## config.mk

```make
export PLATFORM = sky130hd
export DESIGN_NAME = uart_rx
export DESIGN_NICKNAME = d
export VERILOG_FILES = /design/src/rtl/uart_pkg.sv /design/src/rtl/uart_rx_sync.sv /design/src/rtl/uart_rx.sv
export SDC_FILE = /design/constraint.sdc
export NUM_CORES = 1
export LEC_CHECK = 0
export ABC_CLOCK_PERIOD_IN_PS = 1700
export CAP_MARGIN = 20
export CORE_ASPECT_RATIO = 1.1
export CORE_UTILIZATION = 49
export DETAILED_ROUTE_END_ITERATION = 8
export GPL_TIMING_DRIVEN = 1
export PLACE_DENSITY = 0.72
export SETUP_SLACK_MARGIN = 0.02
export SLEW_MARGIN = 20
export SYNTH_ARGS = -nofsm -noshare
export SYNTH_HDL_FRONTEND = slang
export SYNTH_SLANG_ARGS = --single-unit
```

## constraint.sdc

```tcl
create_clock -name clk -period 1.7 [get_ports clk]
set_input_delay 0.34 -clock clk [delete_from_list [all_inputs] [get_ports clk]]
set_output_delay 0.34 -clock clk [all_outputs]
set_load 0.005 [all_outputs]
```

## src/rtl/uart_pkg.sv

```systemverilog
// Shared UART types and oversampling constants for the receive and transmit paths.
package uart_pkg;
  typedef enum logic [1:0] {IDLE, START, DATA, STOP} rx_state_t;

  localparam int OVERSAMPLE = 16;
  localparam int MID_TICK   = 7;
endpackage

```

## src/rtl/uart_rx_sync.sv

```systemverilog
// Two-flop synchronizer for the asynchronous rx pad; 2 clk latency, resets to idle-high.
module uart_rx_sync (
  input  logic clk,
  input  logic reset_n,
  input  logic i_d,
  output logic o_q
);
  logic r_meta;
  logic r_q;

  always_ff @(posedge clk) begin
    if (!reset_n) begin
      r_meta <= 1'b1;
      r_q    <= 1'b1;
    end else begin
      r_meta <= i_d;
      r_q    <= r_meta;
    end
  end

  assign o_q = r_q;
endmodule

```

## src/rtl/uart_rx.sv

```systemverilog
// UART receiver, 16x oversampled: 1 start, DBIT data LSB first, stop of SB_TICK ticks.
// rx_done_tick pulses one clk after the final stop tick; no backpressure, words are overwritten.
module uart_rx
  import uart_pkg::*;
#(
  parameter int DBIT    = 8,
  parameter int SB_TICK = 16
) (
  input  logic            clk,
  input  logic            reset_n,
  input  logic            rx,
  input  logic            s_tick,
  output logic [DBIT-1:0] rx_dout,
  output logic            rx_done_tick,
  output logic            framing_err
);
  localparam int NW = $clog2(DBIT + 1);
  localparam logic [4:0]    C_MID       = 5'(MID_TICK);
  localparam logic [4:0]    C_DATA_LAST = 5'(OVERSAMPLE - 1);
  localparam logic [4:0]    C_STOP_LAST = 5'(SB_TICK - 1);
  localparam logic [NW-1:0] C_BIT_LAST  = NW'(DBIT - 1);

  rx_state_t       r_state, w_state_nx;
  logic [4:0]      r_s_cnt, w_s_cnt_nx;
  logic [NW-1:0]   r_n_cnt, w_n_cnt_nx;
  logic [DBIT-1:0] r_shift, w_shift_nx;
  logic [DBIT-1:0] r_dout,  w_dout_nx;
  logic            r_armed, w_armed_nx;
  logic            r_done,  w_done_nx;
  logic            r_ferr,  w_ferr_nx;
  logic            w_rx_s;

  uart_rx_sync u_sync (
    .clk     (clk),
    .reset_n (reset_n),
    .i_d     (rx),
    .o_q     (w_rx_s)
  );

  always_comb begin
    w_state_nx = r_state;
    w_s_cnt_nx = r_s_cnt;
    w_n_cnt_nx = r_n_cnt;
    w_shift_nx = r_shift;
    w_dout_nx  = r_dout;
    w_armed_nx = r_armed;
    w_done_nx  = 1'b0;
    w_ferr_nx  = r_ferr;
    unique case (r_state)
      IDLE: begin
        // Arming requires a high line first, so a held break cannot retrigger frames.
        if (r_armed && !w_rx_s) begin
          w_state_nx = START;
          w_s_cnt_nx = '0;
          w_armed_nx = 1'b0;
        end else if (w_rx_s) begin
          w_armed_nx = 1'b1;
        end
      end
      START: begin
        if (s_tick) begin
          if (r_s_cnt == C_MID) begin
            w_s_cnt_nx = '0;
            if (!w_rx_s) begin
              w_state_nx = DATA;
              w_n_cnt_nx = '0;
            end else begin
              w_state_nx = IDLE;
            end
          end else begin
            w_s_cnt_nx = r_s_cnt + 5'd1;
          end
        end
      end
      DATA: begin
        if (s_tick) begin
          if (r_s_cnt == C_DATA_LAST) begin
            w_shift_nx = {w_rx_s, r_shift[DBIT-1:1]};
            w_s_cnt_nx = '0;
            if (r_n_cnt == C_BIT_LAST) w_state_nx = STOP;
            else                       w_n_cnt_nx = r_n_cnt + NW'(1);
          end else begin
            w_s_cnt_nx = r_s_cnt + 5'd1;
          end
        end
      end
      STOP: begin
        if (s_tick) begin
          if (r_s_cnt == C_STOP_LAST) begin
            w_dout_nx  = r_shift;
            w_done_nx  = 1'b1;
            w_ferr_nx  = ~w_rx_s;
            w_s_cnt_nx = '0;
            w_state_nx = IDLE;
          end else begin
            w_s_cnt_nx = r_s_cnt + 5'd1;
          end
        end
      end
      default: w_state_nx = IDLE;
    endcase
  end

  always_ff @(posedge clk) begin
    if (!reset_n) begin
      r_state <= IDLE;
      r_s_cnt <= '0;
      r_n_cnt <= '0;
      r_shift <= '0;
      r_dout  <= '0;
      r_armed <= 1'b0;
      r_done  <= 1'b0;
      r_ferr  <= 1'b0;
    end else begin
      r_state <= w_state_nx;
      r_s_cnt <= w_s_cnt_nx;
      r_n_cnt <= w_n_cnt_nx;
      r_shift <= w_shift_nx;
      r_dout  <= w_dout_nx;
      r_armed <= w_armed_nx;
      r_done  <= w_done_nx;
      r_ferr  <= w_ferr_nx;
    end
  end

  assign rx_dout      = r_dout;
  assign rx_done_tick = r_done;
  assign framing_err  = r_ferr;
endmodule

```

==> reports/summary.md, run 1 <==
For this run, the total global-route usage over all layers was measured as 21.2%. In this run the worst path has a maximum fanout of 7. The critical path goes through ha_1 > nand3b_1 > a32oi_2 > or4b_1 > a21oi_1. The post-detailed-route wirelength per cell was 13.3 um; the effective utilization at floorplan was 51.4%.

The number of global-route vias before repair is 1105, and the number of clock sinks is 32. Cell accounting for the most synthesized area: dfxtp_1. Max-cap violations in this run came to 0. The tools report the total half-perimeter wirelength after legalization and detailed placement as 1.88 mm. The first TritonRoute pass finished after 4 iterations.

The number of nets with antenna violations after routing came out at 0. The tools report the count of endpoints failing hold in the final timing report as 0. The mapped cell area was 1420 um2. After floorplanning, the core was sized to cover 2750 um2. The arrival time of the worst setup path was 1.86 ns.

STA classifies the critical path endpoint as a flip-flop. TritonCTS built the clock tree. Summed over all cells, the static leakage comes to 0.663 nW. The top-area cell type share of the netlist area is 45.3%, and the clock latency of the later-clocked register in the worst-skew pair is 0.34 ns. Synthesis produced 148 cells. Buffers inserted during clock tree synthesis total 5.

For the number of nets in the layout, the log shows 180. The routed design has 2.73 mm of wire. Summing over every cut layer, the via total after detailed routing is 1130. The library cell contributing the largest single delay on the critical path is or4b_1.

Setup repair after global routing left no endpoint under its margin. The worst setup path is of the reg2reg kind. The layout cell share with drive strength beyond 1 works out to 19.1%. For this run, design rule violations remaining after detail routing come to 0.

The root buffer selected by CTS was clkbuf_4. The initial antenna violation count came out at 0. The relative slew slack was 71.1%.

The run finished with clean final reports. The final-report max-slew violation count is 0, and the global route total overflow is 0. No sink is reached through more buffers than the 2 on the longest clock path. The H-tree was split into 2 levels. Dividing the detail-routed via count by the number of cells gives 5.49. The run gives 1.97 ns as the data required time of the critical path. Summed over all failing endpoints, the final setup total negative slack is 0 ns.

The area growth from synthesis to layout was 23.1%. The largest clock skew in the final design was 0.00304 ns; the synthesized net count was 155. For the pin with the worst max-slew slack, the measured transition is 0.433 ns. The worst setup path is launched from a flip-flop. Path category of the worst min-delay check: reg2reg. Synthesis inferred 32 register bits.

The global-route wire length before repair is 4.70 mm, and the yosys synthesis warning count is 0. In this run the vertical extent of the chip is 58.4 um. The full die area is 3110 um2.

In the post-route analysis, the smallest setup slack over all paths is 0.108 ns. Entering global routing, the biggest net connects 15 pins. In this run the register-to-register setup slack is 0.11 ns. The final weighted congestion in routability-driven placement is 0.810, and the placement row count is 20.

Power density of the placed cells: 692 nW/um2. Summing the sequential cell areas from Yosys gives 45.3% of the chip area. Mean area per synthesized cell: 9.56 um2. Ranked by total cell area, the synthesized netlist is headed by dfxtp_1, mux2i_1, nor2_1. The logs give 0 for the final setup violation count and 0.556 mV for the worst supply voltage drop on vdd.

Final critical delay including setup and external delays: 1.59 ns. The worst setup timing slack at the placement stage was -0.158 ns; the port buffer count was 13. The final worst-path cycle share works out to 93.6%. The worst stage delay on the critical path came out at 0.53 ns.

The number of distinct library cells after synthesis was 37; the die width was 53.2 um. The logs give 628 MHz for the upper clock frequency limit and 0 for the number of diodes. The I/O pin count is 14, and the clock transition time at the flip-flop clock pins of the worst setup and hold paths is 0.09 ns. In this run, the number of DRC markers left after iteration 0 of detailed routing was 29.
[final timing paths]
kind                            startpoint                 endpoint  cells past startpoint
setup / recovery   r_n_cnt[0]$_SDFFE_PN0P_  r_n_cnt[1]$_SDFFE_PN0P_                      5
hold / removal    u_sync.r_meta$_SDFF_PN1_    u_sync.o_q$_SDFF_PN1_                      1
setup reg to reg   r_n_cnt[0]$_SDFFE_PN0P_  r_n_cnt[1]$_SDFFE_PN0P_                      5
hold reg to reg   u_sync.r_meta$_SDFF_PN1_    u_sync.o_q$_SDFF_PN1_                      1
[registers in the layout (all words and copies together) (netlist names), named ones only]
signal	count
r_state	1
framing_err	1
r_armed	1
r_s_cnt	5
rx_dout	8
u_sync.r_meta	1
rx_done_tick	1
r_n_cnt	4
u_sync.o_q	1
r_shift	8
[critical path: cells and delay by family (launching register included)]
kind	cells	cell delay, ns
AOI/OAI and AO/OA	2	0.26
DFF	1	0.34
adders and majority gates	1	0.24
and+or+nand+nor	2	0.68
[routing by layer]
metal  track usage [%]  share of wire [%]
met1              26.1                 47
met2              32.0                 46
met3              5.43                4.4
met4              14.7                2.2
met5                 0                  0
[kinds of logic (layout without fill, tap and decap cells)]
family,after synthesis,after routing,share of synthesized area [%]
AND/OR/NAND/NOR,55,55,22.2
buffers and inverters,12,37,4.33
flip-flops,32,32,45.3
adder cells (fa/ha/maj),3,3,2.65
multiplexers,17,17,12.0
AO/OA/AOI/OAI,27,27,12.3
XOR/XNOR,2,2,1.24
[cell usage in the layout, fill, tap and decap left out, types with 2 or more instances in the layout]
cell,synthesis,layout
dfxtp_1,32,27
nor2_1,24,24
mux2i_1,17,17
clkdlybuf4s50_1,0,13
buf_4,4,12
a21oi_1,8,8
o21ai_0,7,7
nand2_1,6,6
clkbuf_4,0,5
nand3_1,4,4
inv_1,4,4
nand3b_1,4,4
dfxtp_2,0,4
nand2b_1,3,3
xnor2_1,2,2
nand4_1,2,2
a31oi_1,2,2
o311ai_0,2,2
ha_1,3,2
[timing repair]
| item | in CTS | in global routing |
|---|---|---|
| endpoints found under the setup margin | 12 | 26 |
| setup buffers | 0 | 0 |
| gates resized for setup | 6 | 9 |
| cloned | 1 | 0 |
| pin swaps | 0 | 1 |
| hold buffers | 0 | 0 |
[cell usage after synthesis]
library cell,count
nand2b_1,3
xnor2_1,2
a32oi_1,2
o21ai_0,7
or4_1,1
a2111o_1,1
dfxtp_1,32
ha_1,3
clkbuf_1,3
nor3_1,1
or3_1,1
nor3b_1,1
nand3_1,4
nor2_1,24
buf_2,1
o21a_1,1
nor4_4,1
mux2i_1,17
nor4_1,1
nand2_1,6
nand3b_1,4
and3b_2,1
or4b_1,1
a211oi_1,1
buf_4,4
a21oi_1,8
o311ai_0,2
nand4_1,2
a31oi_1,2
o41ai_1,1
and3b_1,1
o21ai_2,1
nand3b_4,1
nand2_4,1
inv_1,4
nor2b_1,1
a21o_1,1
[area by class of cell]
type                       count  area (um2)
fill                         249        1010
multi-input combinational    104         749
sequential                    32         649
timing repair buffer          26         240
clock buffer                   6        41.3
tap                           33        41.3
inverter                       4        15.0
clock inverter                 1        5.00
[power by group]
part / internal, W / switching, W
Clock: 0.000152 / 0.000242
Sequential: 0.000754 / 0.00000631
Combinational: 0.0000235 / 0.0000285
Total: 0.000929 / 0.000277
[per-stage QoR]
step | util, % | hold WS (ns) | instance area [um2] | power [W] | cells
floorplan | - | 0.386 | 1420 | 0.000807 | 148
global placement | 59.7 | 0.399 | 1640 | 0.000828 | 198
detailed placement | 59.7 | 0.396 | 1640 | 0.000829 | 198
CTS | 62.1 | 0.420 | 1710 | 0.00122 | 206
global route | 63.3 | 0.438 | 1740 | 0.00126 | 206
finish | 63.3 | 0.416 | 1740 | 0.00121 | 206
Power figures use the tool's default switching activity.
==> inputs of run 2 (changes only) <==
Settings changed: ABC_CLOCK_PERIOD_IN_PS 1700 to 1320, CORE_ASPECT_RATIO 1.1 to default.
Clock period 1.7 ns to 1.32 ns, I/O delays scaled along.
==> run 2 against run 1 <==
Compared with the run above: the flow now finishes with violations (negative setup slack); via count grew 15%; fmax grew 3.0%; final cell count increased by 15%; clock power is 47% higher; wire length up 32%; sequential power is 28% higher; global-route usage up 3.8 points; sequential share of layout area down 6.4 points; core utilization increased by 14 points; non-clock buffer count rose by 31; highest routed layer unchanged.
==> reports/summary.md, run 2 (synthesized netlist as in run 1, its figures left out) <==
The total via count after detailed routing is 1300, and the placement row count is 19. The first global-routing pass estimated 5.92 mm of wire. The run gives 3110 um2 as the full die area.

The final critical delay including setup and external delays was 1.55 ns. On the final layout, the worst clock skew is 0.0155 ns. In this run, post-CTS hold repair placed 0 buffers. The final setup violation count is 28, and the post-detailed-route wirelength per cell is 15.3 um. The final reports fail on negative setup slack. The worst hold path belongs to the class reg2reg. Category of the worst setup path launch point: a flip-flop. At the worst endpoint, the required time is 1.59 ns. The routed design has 3.62 mm of wire.

The port buffer count was 13; the global route total overflow was 0. Number of global-route vias before repair: 1353. The DRC violation count after routing is 0, and the relative slew slack is 77.7%. 0 antenna diodes ended up in the layout. The worst-case setup margin in the final layout is -0.226 ns.

Pin count of the biggest net entering global routing: 17. Compared with the post-synthesis result, the final layout area differs by 50.9%. The number of buffer and inverter instances along the worst setup path is 0. Setup repair after global routing could not meet its margin everywhere.

Once detailed placement completed, the half-perimeter wirelength came to 2.24 mm. The worst setup path is captured at a flip-flop. The filler cell count in the final layout is 187.

The count of endpoints failing hold in the final timing report was 0; the setup total negative slack was -4.13 ns. Grouping stages by cell kind, the critical path spends the most delay in simple AND/OR/NAND/NOR gates. The DRC violation total after the first TritonRoute iteration was 36; the number of nets with antenna violations after routing was 0.

The worst path uses 117% of the clock period. The flow ran to the end, but the final reports show violations. The static leakage power was 0.912 nW. From left edge to right edge, the die measures 55.7 um.

The post-route netlist has 42.0% of its cells at a drive strength greater than 1. The final layout contains 211 nets. After detailed routing, the number of vias per cell comes to 5.51.

At the end of routability-driven placement, the weighted congestion stood at 0.770. TritonCTS built the clock tree. The initial antenna violation count came out at 0.

The library cells used most frequently in the layout, excluding fill and tap cells, are buf_4, nor2_1, dfxtp_1. Hold is met by 0.427 ns. The power density of the placed cells came out at 777 nW/um2.

The first detailed-routing pass ran for 5 iterations. Global routing used 25.1% of the available tracks across all layers. Timing would allow up to 647 MHz.

At the later pin of the worst-skew pair, clock insertion delay measures 0.34 ns. The number of max-cap violations was 0. For the final-report max-slew violation count, the log shows 0. On the worst path, the slowest cell contributes a delay of 0.52 ns. Clock-pin slew was measured on the worst setup and hold paths at 0.09 ns. The clock passes through at most 2 buffers.

The number of clock sinks was 32. The total area inside the core boundary comes to 2760 um2. From bottom edge to top edge, the die measures 55.7 um. I/O pin count: 14.

At the pin with the least slew margin, the transition time is 0.330 ns. The run gives 2 as the number of levels the H-tree was split into. The classification of the worst setup path was reg2reg.

The root buffer cell chosen for the clock tree is clkbuf_4. Arrival time of the worst setup path: 1.81 ns. The initial utilization of the core area, before any placement, comes to 51.3%. Commonest non-fill, non-tap cell in the layout: buf_4. The maximum fanout count along the critical path is 7. Walking the worst path, the cells encountered are ha_1 > nand3b_1 > a32oi_4 > or4b_1 > a21oi_1. The tools report the number of clock buffers inserted by TritonCTS as 5. The worst supply voltage drop on vdd was 1.17 mV. For this design, the slowest cell found on the critical path is or4b_1.
-- run 2: cell types whose count changed in the layout (fill, tap and decap cells not counted), moves of 3 or more --
cell and change:
dfxtp_2 +6, buf_6 +8, buf_4 +22, dlygate4sd2_1 +11, dfxtp_1 -7, clkdlybuf4s50_1 -11
o21ai_0 -3, a21oi_1 -3
-- run 2: stage by stage --
| step | setup WS (ns) | utilization (%) | cell area [um2] | std cells | total power (W) |
|---|---|---|---|---|---|
| 5_1_grt | -0.298 | 77.5 | 2140 | 236 | 0.00172 |
| 4_1_cts | -0.204 | 73.5 | 2030 | 234 | 0.00168 |
| 3_3_place_gp | -0.445 | 67.1 | 1850 | 220 | 0.00109 |
| 2_1_floorplan | -0.125 | - | 1440 | 148 | 0.00104 |
| 3_5_place_dp | -0.504 | 67.1 | 1850 | 220 | 0.00109 |
| 6_report | -0.226 | 77.5 | 2140 | 236 | 0.00166 |
-- run 2: timing repair --
action	CTS	global route
endpoints found under the setup margin	37	29
pin swaps	9	13
gates resized for setup	42	18
buffers inserted	5	2
gates cloned	1	0
-- run 2: area by class of cell --
type	instances	area (um2)	share of cell area, %
Timing Repair Buffer	57	502	23.5
Clock buffer	8	58.8	2.75
Multi-Input combinational cell	104	861	40.3
Inverter	4	15.0	0.703
Tap cell	31	38.8	1.82
Sequential cell	32	661	30.9
-- run 2: worst reg2reg max path, cell delays in order, from the launching register on --
cell and delay (ns):
dfxtp_1 0.33, ha_1 0.22, nand3b_1 0.17, a32oi_4 0.11, or4b_1 0.53, a21oi_1 0.13
-- run 2: final timing paths --
check | from | to | slack (ns) | depth (start not counted)
hold reg to reg | u_sync.r_meta$_SDFF_PN1_ | u_sync.o_q$_SDFF_PN1_ | 0.43 | 1
setup reg to reg | r_n_cnt[0]$_SDFFE_PN0P_ | r_n_cnt[1]$_SDFFE_PN0P_ | -0.23 | 5
setup / recovery | r_n_cnt[0]$_SDFFE_PN0P_ | r_n_cnt[1]$_SDFFE_PN0P_ | -0.23 | 5
hold / removal | u_sync.r_meta$_SDFF_PN1_ | u_sync.o_q$_SDFF_PN1_ | 0.43 | 1
-- run 2: routing by layer --
metal | GRT usage (%) | part of all wire, %
met4 | 11.1 | 3.0
met5 | 0 | 0
met1 | 24.9 | 40
met3 | 7.21 | 3.6
met2 | 47.7 | 53
-- run 2: power by group --
| group | internal (W) | total, W | switching, W | leakage [nW] |
|---|---|---|---|---|
| Clock | 0.000262 | 0.000581 | 0.000319 | 0.0326 |
| Sequential | 0.000969 | 0.000975 | 0.00000660 | 0.265 |
| Combinational | 0.0000488 | 0.000102 | 0.0000534 | 0.614 |
| Total | 0.00128 | 0.00166 | 0.000379 | 0.912 |
==> inputs of run 3 (changes only) <==
Settings changed: HOLD_SLACK_MARGIN from default to 0.12.
==> results of run 3 <==
Final layout, timing and power as in run 2 (identical DEF).
